$ cat src/rtl/rs232_pkg.sv
// Shared definitions for the RS-232 receiver and the companion transmitter:
// state encoding, data width, default clock/baud and bit-period helper.
// Optional even-parity framing is enabled by the macro RS232_RX_PARITY_EN.
package rs232_pkg;

    localparam int DATA_W        = 8;
    localparam int DEF_CLK_FREQ  = 50_000_000;
    localparam int DEF_BAUD_RATE = 115200;

    // state        | meaning
    // ST_IDLE      | line idle, waiting for a falling edge
    // ST_START     | timing to mid start bit to reject glitches
    // ST_DATA      | sampling 8 data bits, LSB first
    // ST_PARITY    | sampling the even-parity bit (parity build only)
    // ST_STOP      | sampling the stop bit, then reporting the byte
    // ST_WAIT_IDLE | bad stop bit seen, waiting for the line to go high
`ifdef RS232_RX_PARITY_EN
    typedef enum logic [2:0] {
        ST_IDLE, ST_START, ST_DATA, ST_PARITY, ST_STOP, ST_WAIT_IDLE
    } rs232_state_t;
`else
    typedef enum logic [2:0] {
        ST_IDLE, ST_START, ST_DATA, ST_STOP, ST_WAIT_IDLE
    } rs232_state_t;
`endif

    // Clock cycles per serial bit (integer division).
    function automatic int calc_bit_cnt(input int clk_freq, input int baud_rate);
        return clk_freq / baud_rate;
    endfunction

endpackage

$ cat src/rtl/rs232_rx_if.sv
// Receiver-side signal bundle: serial line in, received byte and status out.
// master = line driver / byte consumer, slave = the receiver itself.
interface rs232_rx_if;
    import rs232_pkg::*;

    logic              i_rx_pin;
    logic [DATA_W-1:0] o_rx_dat;
    logic              o_rx_done;
    logic              o_rx_frame_err;
    logic              o_rx_busy;

    modport master (
        output i_rx_pin,
        input  o_rx_dat, o_rx_done, o_rx_frame_err, o_rx_busy
    );

    modport slave (
        input  i_rx_pin,
        output o_rx_dat, o_rx_done, o_rx_frame_err, o_rx_busy
    );

endinterface

$ cat src/rtl/rs232_sync.sv
// Two-flop synchronizer for the asynchronous serial line plus a falling-edge
// detector on the synchronized value. All flops reset to the idle level (1).
module rs232_sync (
    input  logic clk_ref,
    input  logic rst_n,
    input  logic rx_pin,
    output logic rx_sync,
    output logic rx_fall
);

    logic meta_q;
    logic sync_q;
    logic prev_q;

    // Synchronize the line and keep one cycle of history for edge detection.
    always_ff @(posedge clk_ref or negedge rst_n) begin
        if (!rst_n) begin
            meta_q <= 1'b1;
            sync_q <= 1'b1;
            prev_q <= 1'b1;
        end else begin
            meta_q <= rx_pin;
            sync_q <= meta_q;
            prev_q <= sync_q;
        end
    end

    assign rx_sync = sync_q;
    assign rx_fall = prev_q & ~sync_q;

endmodule

$ cat src/rtl/rs232_rx.sv
// RS-232 receiver, 8N1 by default; with RS232_RX_PARITY_EN defined the frame
// carries one even-parity bit after bit 7 (8E1). Bits are sampled at their
// midpoint; the FSM returns to idle at mid stop bit so zero-gap frames work.
module rs232_rx
    import rs232_pkg::*;
#(
    parameter int CLK_FREQ  = DEF_CLK_FREQ,
    parameter int BAUD_RATE = DEF_BAUD_RATE
) (
    input  logic      clk_ref,
    input  logic      rst_n,
    rs232_rx_if.slave rx
);

    localparam int BIT_CNT  = calc_bit_cnt(CLK_FREQ, BAUD_RATE);
    localparam int HALF_CNT = BIT_CNT / 2;
    localparam int CNT_W    = $clog2(BIT_CNT);

    logic rx_sync;
    logic rx_fall;

    rs232_sync u_sync (
        .clk_ref (clk_ref),
        .rst_n   (rst_n),
        .rx_pin  (rx.i_rx_pin),
        .rx_sync (rx_sync),
        .rx_fall (rx_fall)
    );

    rs232_state_t      state;
    logic [CNT_W-1:0]  cnt;
    logic [2:0]        bit_idx;
    logic [DATA_W-1:0] shift_q;
    logic [DATA_W-1:0] dat_q;
    logic              done_q;
    logic              err_q;
    logic              busy_q;
`ifdef RS232_RX_PARITY_EN
    logic              par_err_q;
`endif

    // Frame FSM with baud counter, shift register and registered outputs.
    always_ff @(posedge clk_ref or negedge rst_n) begin
        if (!rst_n) begin
            state   <= ST_IDLE;
            cnt     <= '0;
            bit_idx <= '0;
            shift_q <= '0;
            dat_q   <= '0;
            done_q  <= 1'b0;
            err_q   <= 1'b0;
            busy_q  <= 1'b0;
`ifdef RS232_RX_PARITY_EN
            par_err_q <= 1'b0;
`endif
        end else begin
            done_q <= 1'b0;
            err_q  <= 1'b0;
            case (state)
                ST_IDLE: begin
                    if (rx_fall) begin
                        state  <= ST_START;
                        cnt    <= '0;
                        busy_q <= 1'b1;
                    end
                end
                ST_START: begin
                    if (cnt == CNT_W'(HALF_CNT - 1)) begin
                        cnt     <= '0;
                        bit_idx <= '0;
                        if (!rx_sync) begin
                            state <= ST_DATA;
                        end else begin
                            state  <= ST_IDLE;
                            busy_q <= 1'b0;
                        end
                    end else begin
                        cnt <= cnt + 1'b1;
                    end
                end
                ST_DATA: begin
                    if (cnt == CNT_W'(BIT_CNT - 1)) begin
                        cnt     <= '0;
                        shift_q <= {rx_sync, shift_q[DATA_W-1:1]};
                        bit_idx <= bit_idx + 1'b1;
                        if (bit_idx == 3'd7) begin
`ifdef RS232_RX_PARITY_EN
                            state <= ST_PARITY;
`else
                            state <= ST_STOP;
`endif
                        end
                    end else begin
                        cnt <= cnt + 1'b1;
                    end
                end
`ifdef RS232_RX_PARITY_EN
                ST_PARITY: begin
                    if (cnt == CNT_W'(BIT_CNT - 1)) begin
                        cnt       <= '0;
                        par_err_q <= rx_sync ^ (^shift_q);
                        state     <= ST_STOP;
                    end else begin
                        cnt <= cnt + 1'b1;
                    end
                end
`endif
                ST_STOP: begin
                    if (cnt == CNT_W'(BIT_CNT - 1)) begin
                        cnt <= '0;
                        if (!rx_sync) begin
                            err_q <= 1'b1;
                            state <= ST_WAIT_IDLE;
`ifdef RS232_RX_PARITY_EN
                        end else if (par_err_q) begin
                            err_q  <= 1'b1;
                            state  <= ST_IDLE;
                            busy_q <= 1'b0;
`endif
                        end else begin
                            dat_q  <= shift_q;
                            done_q <= 1'b1;
                            state  <= ST_IDLE;
                            busy_q <= 1'b0;
                        end
                    end else begin
                        cnt <= cnt + 1'b1;
                    end
                end
                ST_WAIT_IDLE: begin
                    if (rx_sync) begin
                        state  <= ST_IDLE;
                        busy_q <= 1'b0;
                    end
                end
                default: begin
                    state  <= ST_IDLE;
                    cnt    <= '0;
                    busy_q <= 1'b0;
                end
            endcase
        end
    end

    assign rx.o_rx_dat       = dat_q;
    assign rx.o_rx_done      = done_q;
    assign rx.o_rx_frame_err = err_q;
    assign rx.o_rx_busy      = busy_q;

endmodule

$ cat src/flat_wrapper.sv
// flat-port wrapper written by rule: the top's interface ports become plain ports
module rs232_rx_flat import rs232_pkg::*;
#(
    parameter int CLK_FREQ  = DEF_CLK_FREQ,
    parameter int BAUD_RATE = DEF_BAUD_RATE
)
  (clk_ref, rst_n, rx_i_rx_pin, rx_o_rx_dat, rx_o_rx_done, rx_o_rx_frame_err, rx_o_rx_busy);
  rs232_rx_if rx_i ();
  input  logic clk_ref;
  input  logic rst_n;
  input wire logic [$bits(rx_i.i_rx_pin)-1:0] rx_i_rx_pin;
  output wire logic [$bits(rx_i.o_rx_dat)-1:0] rx_o_rx_dat;
  output wire logic [$bits(rx_i.o_rx_done)-1:0] rx_o_rx_done;
  output wire logic [$bits(rx_i.o_rx_frame_err)-1:0] rx_o_rx_frame_err;
  output wire logic [$bits(rx_i.o_rx_busy)-1:0] rx_o_rx_busy;
  assign rx_i.i_rx_pin = rx_i_rx_pin;
  assign rx_o_rx_dat = rx_i.o_rx_dat;
  assign rx_o_rx_done = rx_i.o_rx_done;
  assign rx_o_rx_frame_err = rx_i.o_rx_frame_err;
  assign rx_o_rx_busy = rx_i.o_rx_busy;
  rs232_rx #(.CLK_FREQ(CLK_FREQ), .BAUD_RATE(BAUD_RATE)) u_core (.clk_ref(clk_ref), .rst_n(rst_n), .rx(rx_i));
endmodule
$ cat config.mk
export PLATFORM = sky130hd
export DESIGN_NAME = rs232_rx_flat
export DESIGN_NICKNAME = d
export VERILOG_FILES = /design/src/rtl/rs232_pkg.sv /design/src/rtl/rs232_rx_if.sv /design/src/rtl/rs232_sync.sv /design/src/rtl/rs232_rx.sv /design/src/flat_wrapper.sv
export SDC_FILE = /design/constraint.sdc
export NUM_CORES = 1
export LEC_CHECK = 0
export CAP_MARGIN = 5
export CELL_PAD_IN_SITES_DETAIL_PLACEMENT = 0
export CELL_PAD_IN_SITES_GLOBAL_PLACEMENT = 1
export CORE_MARGIN = 1.5
export CORE_UTILIZATION = 35
export DETAILED_ROUTE_END_ITERATION = 12
export GPL_ROUTABILITY_DRIVEN = 0
export GPL_TIMING_DRIVEN = 1
export PLACE_DENSITY = 0.69
export SLEW_MARGIN = 0
export SYNTH_ARGS = -nofsm -noshare
export SYNTH_HDL_FRONTEND = slang
export SYNTH_SLANG_ARGS = --single-unit
$ cat constraint.sdc
create_clock -name clk_ref -period 2.75 [get_ports clk_ref]
set_clock_uncertainty 0.2 [all_clocks]
set_input_delay 0.275 -clock clk_ref [delete_from_list [all_inputs] [get_ports clk_ref]]
set_output_delay 0.275 -clock clk_ref [all_outputs]
set_load 0.1 [all_outputs]
==> results of run 1 <==
## cells in the mapped netlist
cell type,count,area share (%)
a2111oi_0,1,0.50
a211oi_1,1,0.43
a21oi_1,7,2.0
a22o_1,1,0.50
a311o_1,1,0.57
a31oi_1,3,1.1
a32oi_1,1,0.50
a41oi_1,1,0.50
and2_1,1,0.35
buf_2,2,0.57
buf_6,1,0.64
clkbuf_1,1,0.21
dfrtp_1,34,48
dfstp_2,3,4.5
ha_1,5,3.5
inv_1,6,1.3
mux2_1,1,0.64
mux2_2,17,11
nand2_1,13,2.8
nand2_2,1,0.35
nand2b_1,2,0.71
nand3_1,7,2.0
nand4_4,1,1.2
nand4b_1,2,0.99
nand4bb_1,3,1.9
nor2_1,11,2.3
nor2_4,1,0.64
nor2b_1,1,0.35
nor3_1,4,1.1
nor3_2,1,0.57
nor3b_1,2,0.85
nor4_4,1,1.2
o21a_1,2,0.85
o21ai_0,10,2.8
o21ai_2,1,0.50
o21bai_1,1,0.43
o22ai_1,1,0.35
o32ai_1,1,0.50
or3_1,1,0.35
or3b_1,1,0.50
## state kept, by name (all words and copies together) (netlist names)
name	flops
u_core.bit_idx	3
u_core.u_sync.rx_sync	1
u_core.rx.o_rx_frame_err	1
u_core.shift_q	8
u_core.cnt	9
u_core.u_sync.meta_q	1
u_core.rx.o_rx_dat	8
u_core.state	3
u_core.rx.o_rx_done	1
u_core.rx.o_rx_busy	1
u_core.u_sync.prev_q	1
## cell type report
type,instances,area (um2)
repair buffers,15,118
inverters,6,22.5
clock inverters,2,35.0
fillers,437,2740
flip-flops and latches,37,930
well taps,67,83.8
multi-input cells,108,790
clock buffers,6,72.6
## stage by stage
step | worst slack (ns) | hold WS (ns)
4_1_cts | 0.359 | 0.163
6_report | 0.395 | 0.162
3_5_place_dp | 0.375 | 0.149
3_3_place_gp | 0.453 | 0.148
2_1_floorplan | 0.684 | -0.221
5_1_grt | 0.228 | 0.169
## critical path, stage by stage, from the launching register on
cell and delay (ns):
dfrtp_1 0.40, inv_1 0.10, ha_1 0.18, inv_1 0.07
nor4_4 0.45, o21ai_2 0.26, nor3_2 0.23, mux2_2 0.34
## placed cells by master, fill, tap and decap left out, drive strengths merged, types with 3 or more instances in the layout
cell type and n:
dfrtp 34, o21ai 11, inv 6, clkbuf 6
a21oi 7, a31oi 3, mux2 18, nand2 14
nor2 12, ha 5, buf 13, dfstp 3
nand3 7, nor3 5, nand4bb 3
## metal layers
| metal | vias to the layer above | global-route usage (%) |
|---|---|---|
| met5 | - | 0 |
| met4 | 0 | 4.94 |
| met3 | 4 | 4.47 |
| met2 | 20 | 20.6 |
| met1 | 615 | 18.2 |
| li1 | 603 | - |
## power by group through the flow
stage / clock, W / sequential (W) / combinational (W)
after global routing: 0.000493 / 0.000687 / 0.000545
after detailed placement: 0 / 0.000684 / 0.000492
final: 0.000458 / 0.000675 / 0.000489
after CTS: 0.000474 / 0.000674 / 0.000495
after global placement: 0 / 0.000681 / 0.000483
after floorplan: 0 / 0.000705 / 0.000362
## kinds of logic (layout without fill, tap and decap cells)
family,after synthesis,in the layout
AND/OR/NAND/NOR,53,53
multiplexers,18,18
flip-flops,37,37
AO/OA/AOI/OAI,32,32
buffers and inverters,10,29
adder cells (fa/ha/maj),5,5
## worst min-delay path by stage
| stage | start | slack [ns] | depth (start not counted) | end |
|---|---|---|---|---|
| 2_1_floorplan | rst_n | -0.22 | 0 | u_core.bit_idx[0] |
| 3_3_place_gp | u_core.u_sync.meta_q | 0.15 | 0 | u_core.u_sync.rx_sync |
| 3_5_place_dp | u_core.u_sync.meta_q | 0.15 | 0 | u_core.u_sync.rx_sync |
| 4_1_cts | u_core.u_sync.meta_q | 0.16 | 0 | u_core.u_sync.rx_sync |
| 5_1_grt | u_core.u_sync.meta_q | 0.17 | 0 | u_core.u_sync.rx_sync |
| 6_report | u_core.u_sync.meta_q | 0.16 | 0 | u_core.u_sync.rx_sync |
==> impl_metrics.json, run 1 <==
{
  "worstSetupPathType": "reg2reg",
  "die_area_um2": 5480,
  "top_level_ports": 14,
  "switching_share_pct": 35.5,
  "critPathCaptureType": "flop",
  "total_power_w": 0.00162,
  "max_freq_ghz": 0.425,
  "core_area_um2": 4790,
  "met1_routed_length_um": 1520,
  "track_usage_pct": 13.6,
  "min_path_type": "reg2reg",
  "cts.clk_slew.worst_paths_ns": 0.07,
  "detail_route.first_pass.iterations": 4,
  "synth.area.mux_share_pct": 11.5,
  "worst_ir_drop_vdd_uv": 660,
  "yosys_warn_count": 0,
  "clock_tree_from_tritoncts": "done",
  "dieHeight_um": 74.0,
  "wl_met3_um": 108,
  "reg2reg_to": "u_core.state[1]",
  "postRouteWirelength_um": 3260,
  "cts_hold_repair.buffers": 0,
  "synth.net_count": 163,
  "cts-htree-levels": 2,
  "globalRoute.totalOverflow": 0,
  "wl_per_cell_um": 13.5,
  "timing_worst_slew_pin_value_ns": 0.543,
  "comb_power_share_pct": 30.2,
  "mappedNetlistArea_um2": 1770,
  "max-cap-violations": 0,
  "route.met2.wl_um": 1590,
  "clock_power_share_pct": 28.2,
  "p_leak_nw": 0.916,
  "yosysSeqAreaShare_pct": 52.6,
  "crit_required_ns": 2.72,
  "max_slew_margin_pct": 63.8,
  "placement_rows": 25,
  "ctsLongestPathBuffers": 2,
  "fin_tns_setup_ns": 0,
  "synth-compound-area-share_pct": 11.5,
  "finalInstanceArea_um2": 2050,
  "antenna_violations_before_repair": 0,
  "worst_setup_path_startpoint": "u_core.cnt[1]",
  "die_w_um": 74.0,
  "grt_max_degree": 38,
  "power-per-cell-area_nw_per_um2": 791,
  "drt-vias-per-instance": 5.15,
  "synthAdderAreaFrac_pct": 3.54,
  "synth_top_family_by_area": "simple AND/OR/NAND/NOR gates",
  "startpoint_type": "flop",
  "antenna_violating_nets_post_route": 0,
  "final_min_period_over_clock_period_pct": 85.7,
  "critical_path_end": "u_core.state[1]",
  "synth_cell_type_count": 40,
  "detailedPlacementHpwl_um": 2320,
  "setup_violations": 0,
  "final-max-slew-violation-count": 0,
  "detailroute.via_count": 1242,
  "detail_route.iter0.violations": 38,
  "final_cells": 241,
  "drc_errors": 0,
  "r2r-start": "u_core.cnt[1]",
  "cts_resized": 0,
  "outcome": "finished clean",
  "post_synth_and_or_nand_nor_area_fraction_pct": 18.2,
  "number_of_global_route_vias_before_repair": 1194,
  "timing_hold_violations_final": 0,
  "cts_buffers": 5,
  "post_cts.repair.setup_buffers": 0,
  "postSynthAreaPerCell_um2": 11.4,
  "number_of_diodes_added_for_antenna_fixing": 0,
  "floorplan.initialDensity_pct": 36.9,
  "grt_pass1_wl_um": 5550,
  "drive_gt1_share_pct": 26.4,
  "internal_power_w": 0.00105,
  "crit_arrival_ns": 2.32,
  "clkLatencyLatePin_ns": 0.29,
  "port_buffers": 13,
  "post_synth_xor_area_fraction_pct": 0,
  "postPlaceCellArea_um2": 1940,
  "routed.top_layer": "met4",
  "register_to_register_setup_slack_ns": 0.39,
  "post-route-min-period_ns": 2.36,
  "synth_cells": 155,
  "power_switching_w": 0.000576,
  "critical_path_peak_fanout": 11,
  "clkSinkCount": 37,
  "clockRootBuffer": "clkbuf_8",
  "power.share.sequential_pct": 41.6,
  "synth_seq_cells": 37,
  "dp_cells": 233,
  "rr_worst_depth": 7,
  "fin_nets": 181,
  "setup_repair_after_global_routing_missed_its_margin": "no",
  "finish.utilization_pct": 42.8,
  "flow.area_growth_from_synthesis_pct": 16.1
}
Note: power is estimated with default switching activity, not from simulation.
==> inputs of run 2 (changes only) <==
Settings changed: CTS_CLUSTER_DIAMETER set to 100, PLACE_DENSITY 0.69 to 0.72.
==> run 2 against run 1 <==
Effect of this change: clock power increased by 5.0%; combinational power decreased by 3%; setup slack improved by 0.0090 ns; clock-buffer cell count unchanged; wire length increased by 2.8%; fmax increased by 0.38%; largest power group unchanged.
==> impl_metrics.json, run 2 (same netlist as run 1, synthesis figures left out) <==
{
  "wl_per_cell_um": 14.0,
  "ctsLongestPathBuffers": 2,
  "startpoint_type": "flop",
  "max_freq_ghz": 0.426,
  "max_slew_margin_pct": 53.0,
  "number_of_diodes_added_for_antenna_fixing": 0,
  "timing_hold_violations_final": 0,
  "reg2reg_to": "u_core.state[1]",
  "die_w_um": 74.0,
  "core_area_um2": 4790,
  "worstSetupPathType": "reg2reg",
  "hold_slack_ns": 0.160,
  "fin_tns_setup_ns": 0,
  "die_area_um2": 5480,
  "clkSinkCount": 37,
  "filler_cell_count": 453,
  "antenna_violating_nets_post_route": 0,
  "dieHeight_um": 74.0,
  "setup_violations": 0,
  "clkLatencyLatePin_ns": 0.29,
  "p_leak_nw": 0.914,
  "detail_route.iter0.violations": 44,
  "final-max-slew-violation-count": 0,
  "outcome": "finished clean",
  "placement_rows": 25,
  "antenna_violations_before_repair": 0,
  "fin_nets": 180,
  "detailroute.via_count": 1229,
  "clockRootBuffer": "clkbuf_8",
  "cts-htree-levels": 2,
  "rr_worst_depth": 7,
  "max-cap-violations": 0,
  "timing.hold.worst_path_depth": 0,
  "crit_arrival_ns": 2.32,
  "track_usage_pct": 13.7,
  "critPathCaptureType": "flop",
  "floorplan.initialDensity_pct": 36.9,
  "setup_repair_after_global_routing_missed_its_margin": "no",
  "port_buffers": 13,
  "crit_required_ns": 2.72,
  "drt-vias-per-instance": 5.12,
  "globalRoute.totalOverflow": 0,
  "final_min_period_over_clock_period_pct": 85.3,
  "min_path_type": "reg2reg",
  "post_cts.repair.setup_buffers": 0,
  "power-per-cell-area_nw_per_um2": 793,
  "post-route-min-period_ns": 2.35,
  "detailedPlacementHpwl_um": 2400,
  "grt_max_degree": 38,
  "timing_worst_slew_pin_value_ns": 0.697,
  "cts_resized": 0,
  "top_level_ports": 14,
  "hold_end": "u_core.u_sync.rx_sync",
  "critical_path_peak_fanout": 11,
  "seqCellArea_um2": 930,
  "registers.top_by_ff_count": "u_core.cnt",
  "postRouteWirelength_um": 3350,
  "flow.area_growth_from_synthesis_pct": 16.4,
  "number_of_global_route_vias_before_repair": 1183,
  "hold_start": "u_core.u_sync.meta_q",
  "cts.clk_slew.worst_paths_ns": 0.07,
  "largest_register_ffs": 9,
  "commonest_cells_after_routing_fill_and_taps_aside": "dfrtp_1, mux2_2, nand2_1",
  "layout.cells.most_common": "dfrtp_1",
  "detail_route.first_pass.iterations": 4,
  "worst_ir_drop_vdd_uv": 656,
  "drive_gt1_share_pct": 26.6,
  "cts_hold_repair.buffers": 0,
  "r2r-start": "u_core.cnt[1]",
  "multi_input_comb_area_um2": 790,
  "clock_tree_from_tritoncts": "done",
  "cts_buffers": 5,
  "finish.utilization_pct": 43.0,
  "drc_errors": 0,
  "total_power_w": 0.00163,
  "register_to_register_setup_slack_ns": 0.40,
  "grt_pass1_wl_um": 5530
}
-- run 2: routing by layer --
layer	GRT usage, %	wire (um)	vias up
li1	-	-	594
met1	16.9	1500	610
met2	21.7	1690	20
met3	3.66	99	5
met4	8.02	61	0
met5	0	0	-
-- run 2: final cells by class --
class | instances | share of cell area (%)
well taps | 67 | 4.08
flip-flops and latches | 37 | 45.2
multi-input cells | 108 | 38.4
clock buffers | 6 | 4.02
clock inverters | 2 | 1.83
inverters | 6 | 1.10
repair buffers | 14 | 5.36
-- run 2: worst max-delay path by stage --
stage	depth (start not counted)	startpoint	slack [ns]	end
final	7	u_core.cnt[1]	0.40	u_core.state[1]
after global routing	7	u_core.cnt[1]	0.30	u_core.state[1]
after CTS	7	u_core.cnt[1]	0.40	u_core.state[1]
after detailed placement	7	u_core.cnt[1]	0.41	u_core.state[1]
after global placement	7	u_core.cnt[1]	0.47	u_core.state[1]
after floorplan	8	u_core.cnt[1]	0.68	u_core.rx.o_rx_busy
-- run 2: critical path: stages (launching register included) --
cell and delay [ns]:
dfrtp_1 0.40, inv_1 0.11, ha_1 0.17, inv_1 0.07, nor4_4 0.44, o21ai_2 0.27
nor3_2 0.24, mux2_2 0.34
-- run 2: power breakdown --
| part | internal (W) | switching, W |
|---|---|---|
| combinational | 0.000174 | 0.000298 |
| clock | 0.000295 | 0.000187 |
| sequential | 0.000594 | 0.0000826 |
-- run 2: per-stage QoR --
step | instances | worst slack, ns | cell area [um2]
finish | 240 | 0.404 | 2060
global route | 240 | 0.303 | 2060
CTS | 240 | 0.399 | 2060
detailed placement | 232 | 0.414 | 1940
global placement | 232 | 0.475 | 1940
floorplan | 155 | 0.684 | 1770
==> inputs of run 3 (changes only) <==
Clock period 2.75 ns to 2.6 ns, I/O delays scaled along.
==> run 3 against run 2 <==
Effect of this change: critical path depth decreased by 2; total power decreased by 0.26%; combinational power grew 9.5%; via count grew 0.57%; register-to-register slack gained 0.03 ns; design area is 0.91% lower; clock power decreased by 18%; sequential power grew 5.6%; fmax up 8.3%; global-route usage decreased by 0.79 points; clock-buffer cell count down 1; critical path type unchanged; critical endpoint unchanged; largest cell class unchanged.
==> impl_metrics.json, run 3 (same netlist as run 1, synthesis figures left out) <==
{
  "outcome": "finished clean",
  "max_slew_margin_pct": 63.1,
  "crit_arrival_ns": 2.14,
  "final-max-slew-violation-count": 0,
  "largest_register_ffs": 9,
  "post-route-min-period_ns": 2.17,
  "fin_tns_setup_ns": 0,
  "dieHeight_um": 74.0,
  "commonest_cells_after_routing_fill_and_taps_aside": "dfrtp_1, mux2_2, buf_4",
  "power.share.sequential_pct": 44.0,
  "track_usage_pct": 13.0,
  "startpoint_type": "flop",
  "timing_worst_slew_pin_value_ns": 0.553,
  "timing_hold_violations_final": 0,
  "cts_buffers": 5,
  "timing.hold.worst_path_depth": 0,
  "internal_power_w": 0.00101,
  "drc_errors": 0,
  "registers.top_by_ff_count": "u_core.cnt",
  "detail_route.iter0.violations": 82,
  "critPathCaptureType": "flop",
  "detailedPlacementHpwl_um": 2250,
  "min_path_type": "reg2reg",
  "die_area_um2": 5480,
  "number_of_diodes_added_for_antenna_fixing": 0,
  "comb_power_share_pct": 31.8,
  "clockRootBuffer": "clkbuf_8",
  "max-cap-violations": 0,
  "worst_ir_drop_vdd_uv": 538,
  "clock_power_share_pct": 24.2,
  "crit_required_ns": 2.57,
  "grt_max_degree": 38,
  "die_w_um": 74.0,
  "p_leak_nw": 0.911,
  "detailroute.via_count": 1236,
  "worstSetupPathType": "reg2reg",
  "cts_hold_repair.buffers": 0,
  "power_switching_w": 0.000620,
  "drt-vias-per-instance": 5.11,
  "floorplan.initialDensity_pct": 36.9,
  "flow.area_growth_from_synthesis_pct": 15.3,
  "clkLatencyLatePin_ns": 0.29,
  "placement.setup.worst_slack_ns": 0.462,
  "top_level_ports": 14,
  "post_cts.repair.setup_buffers": 0,
  "cts_resized": 0,
  "placement_rows": 25,
  "postRouteWirelength_um": 3230,
  "clock_tree_from_tritoncts": "done",
  "drive_gt1_share_pct": 27.4,
  "port_buffers": 13,
  "final_min_period_over_clock_period_pct": 83.4,
  "rr_worst_depth": 5,
  "cts.clk_slew.worst_paths_ns": 0.08,
  "cts-htree-levels": 2,
  "globalRoute.totalOverflow": 0,
  "setup_repair_after_global_routing_missed_its_margin": "no",
  "grt_pass1_wl_um": 5300,
  "layout.cells.most_common": "dfrtp_1",
  "core_area_um2": 4790,
  "fin_nets": 182,
  "total_power_w": 0.00163,
  "power-per-cell-area_nw_per_um2": 798,
  "antenna_violating_nets_post_route": 0,
  "detail_route.first_pass.iterations": 4,
  "final_worst_path_setup_slack_ns": 0.433,
  "number_of_global_route_vias_before_repair": 1118,
  "critPathMaxStageDelay_ns": 0.59,
  "clkSinkCount": 37,
  "wl_per_cell_um": 13.3,
  "critical_path_peak_fanout": 12,
  "ctsLongestPathBuffers": 2,
  "setup_violations": 0,
  "critical-path-slowest-cell": "dfrtp_1",
  "switching_share_pct": 38.1,
  "max_freq_ghz": 0.461,
  "antenna_violations_before_repair": 0,
  "cp_cell_sequence": "or3b_1, o21bai_1, o21ai_2, nor3_2, mux2_2"
}
## run 3: cell count changes in the layout (fill, tap and decap cells not counted)
| cell | before | now |
|---|---|---|
| bufinv_16 | 1 | 0 |
| buf_4 | 12 | 14 |
| clkbuf_8 | 6 | 5 |
| clkinv_2 | 0 | 2 |
## run 3: final timing paths
path,start,to,slack (ns)
hold / removal,u_core.u_sync.meta_q,u_core.u_sync.rx_sync,0.16
max in group asynchronous,rst_n,u_core.u_sync.meta_q,1.66
min in group asynchronous,rst_n,u_core.shift_q[6],0.18
setup reg to reg,u_core.state[0],u_core.state[1],0.43
setup / recovery,u_core.state[0],u_core.state[1],0.43
hold reg to reg,u_core.u_sync.meta_q,u_core.u_sync.rx_sync,0.16
## run 3: critical path: cells and delay by family, from the launching register on
family	cells	cell delay, ns
flip-flops	1	0.59
AND/OR/NAND/NOR	2	0.54
AO/OA/AOI/OAI	2	0.43
multiplexers	1	0.30
## run 3: through the flow
stage | utilization [%] | hold WS (ns) | instance area, um2 | cells
final | 42.6 | 0.164 | 2040 | 242
after CTS | 42.6 | 0.165 | 2040 | 242
after global routing | 42.6 | 0.169 | 2040 | 242
after global placement | 40.8 | 0.149 | 1950 | 234
after floorplan | - | -0.236 | 1770 | 155
after detailed placement | 40.8 | 0.148 | 1950 | 234
## run 3: layout make-up
| class | count | area [um2] |
|---|---|---|
| Sequential cell | 37 | 930 |
| Timing Repair Buffer | 16 | 125 |
| Clock buffer | 5 | 68.8 |
| Inverter | 6 | 22.5 |
| Fill cell | 467 | 2750 |
| Tap cell | 67 | 83.8 |
| Clock inverter | 3 | 17.5 |
| Multi-Input combinational cell | 108 | 790 |
## run 3: metal layers
| layer | wire length [um] | track usage [%] | vias to the layer above | share of wire (%) |
|---|---|---|---|---|
| met5 | 0 | 0 | - | 0 |
| met4 | 70 | 6.17 | 0 | 2.2 |
| met3 | 131 | 4.20 | 6 | 4.1 |
| met2 | 1500 | 19.1 | 32 | 46 |
| met1 | 1530 | 17.2 | 599 | 47 |
| li1 | - | - | 599 | - |
## run 3: power by group through the flow
| stage | clock (W) | combinational, W | sequential [W] |
|---|---|---|---|
| after floorplan | 0 | 0.000383 | 0.000746 |
| after global placement | 0 | 0.000505 | 0.000721 |
| after detailed placement | 0 | 0.000519 | 0.000725 |
| after CTS | 0.000408 | 0.000521 | 0.000715 |
| after global routing | 0.000430 | 0.000569 | 0.000729 |
| final | 0.000393 | 0.000517 | 0.000715 |
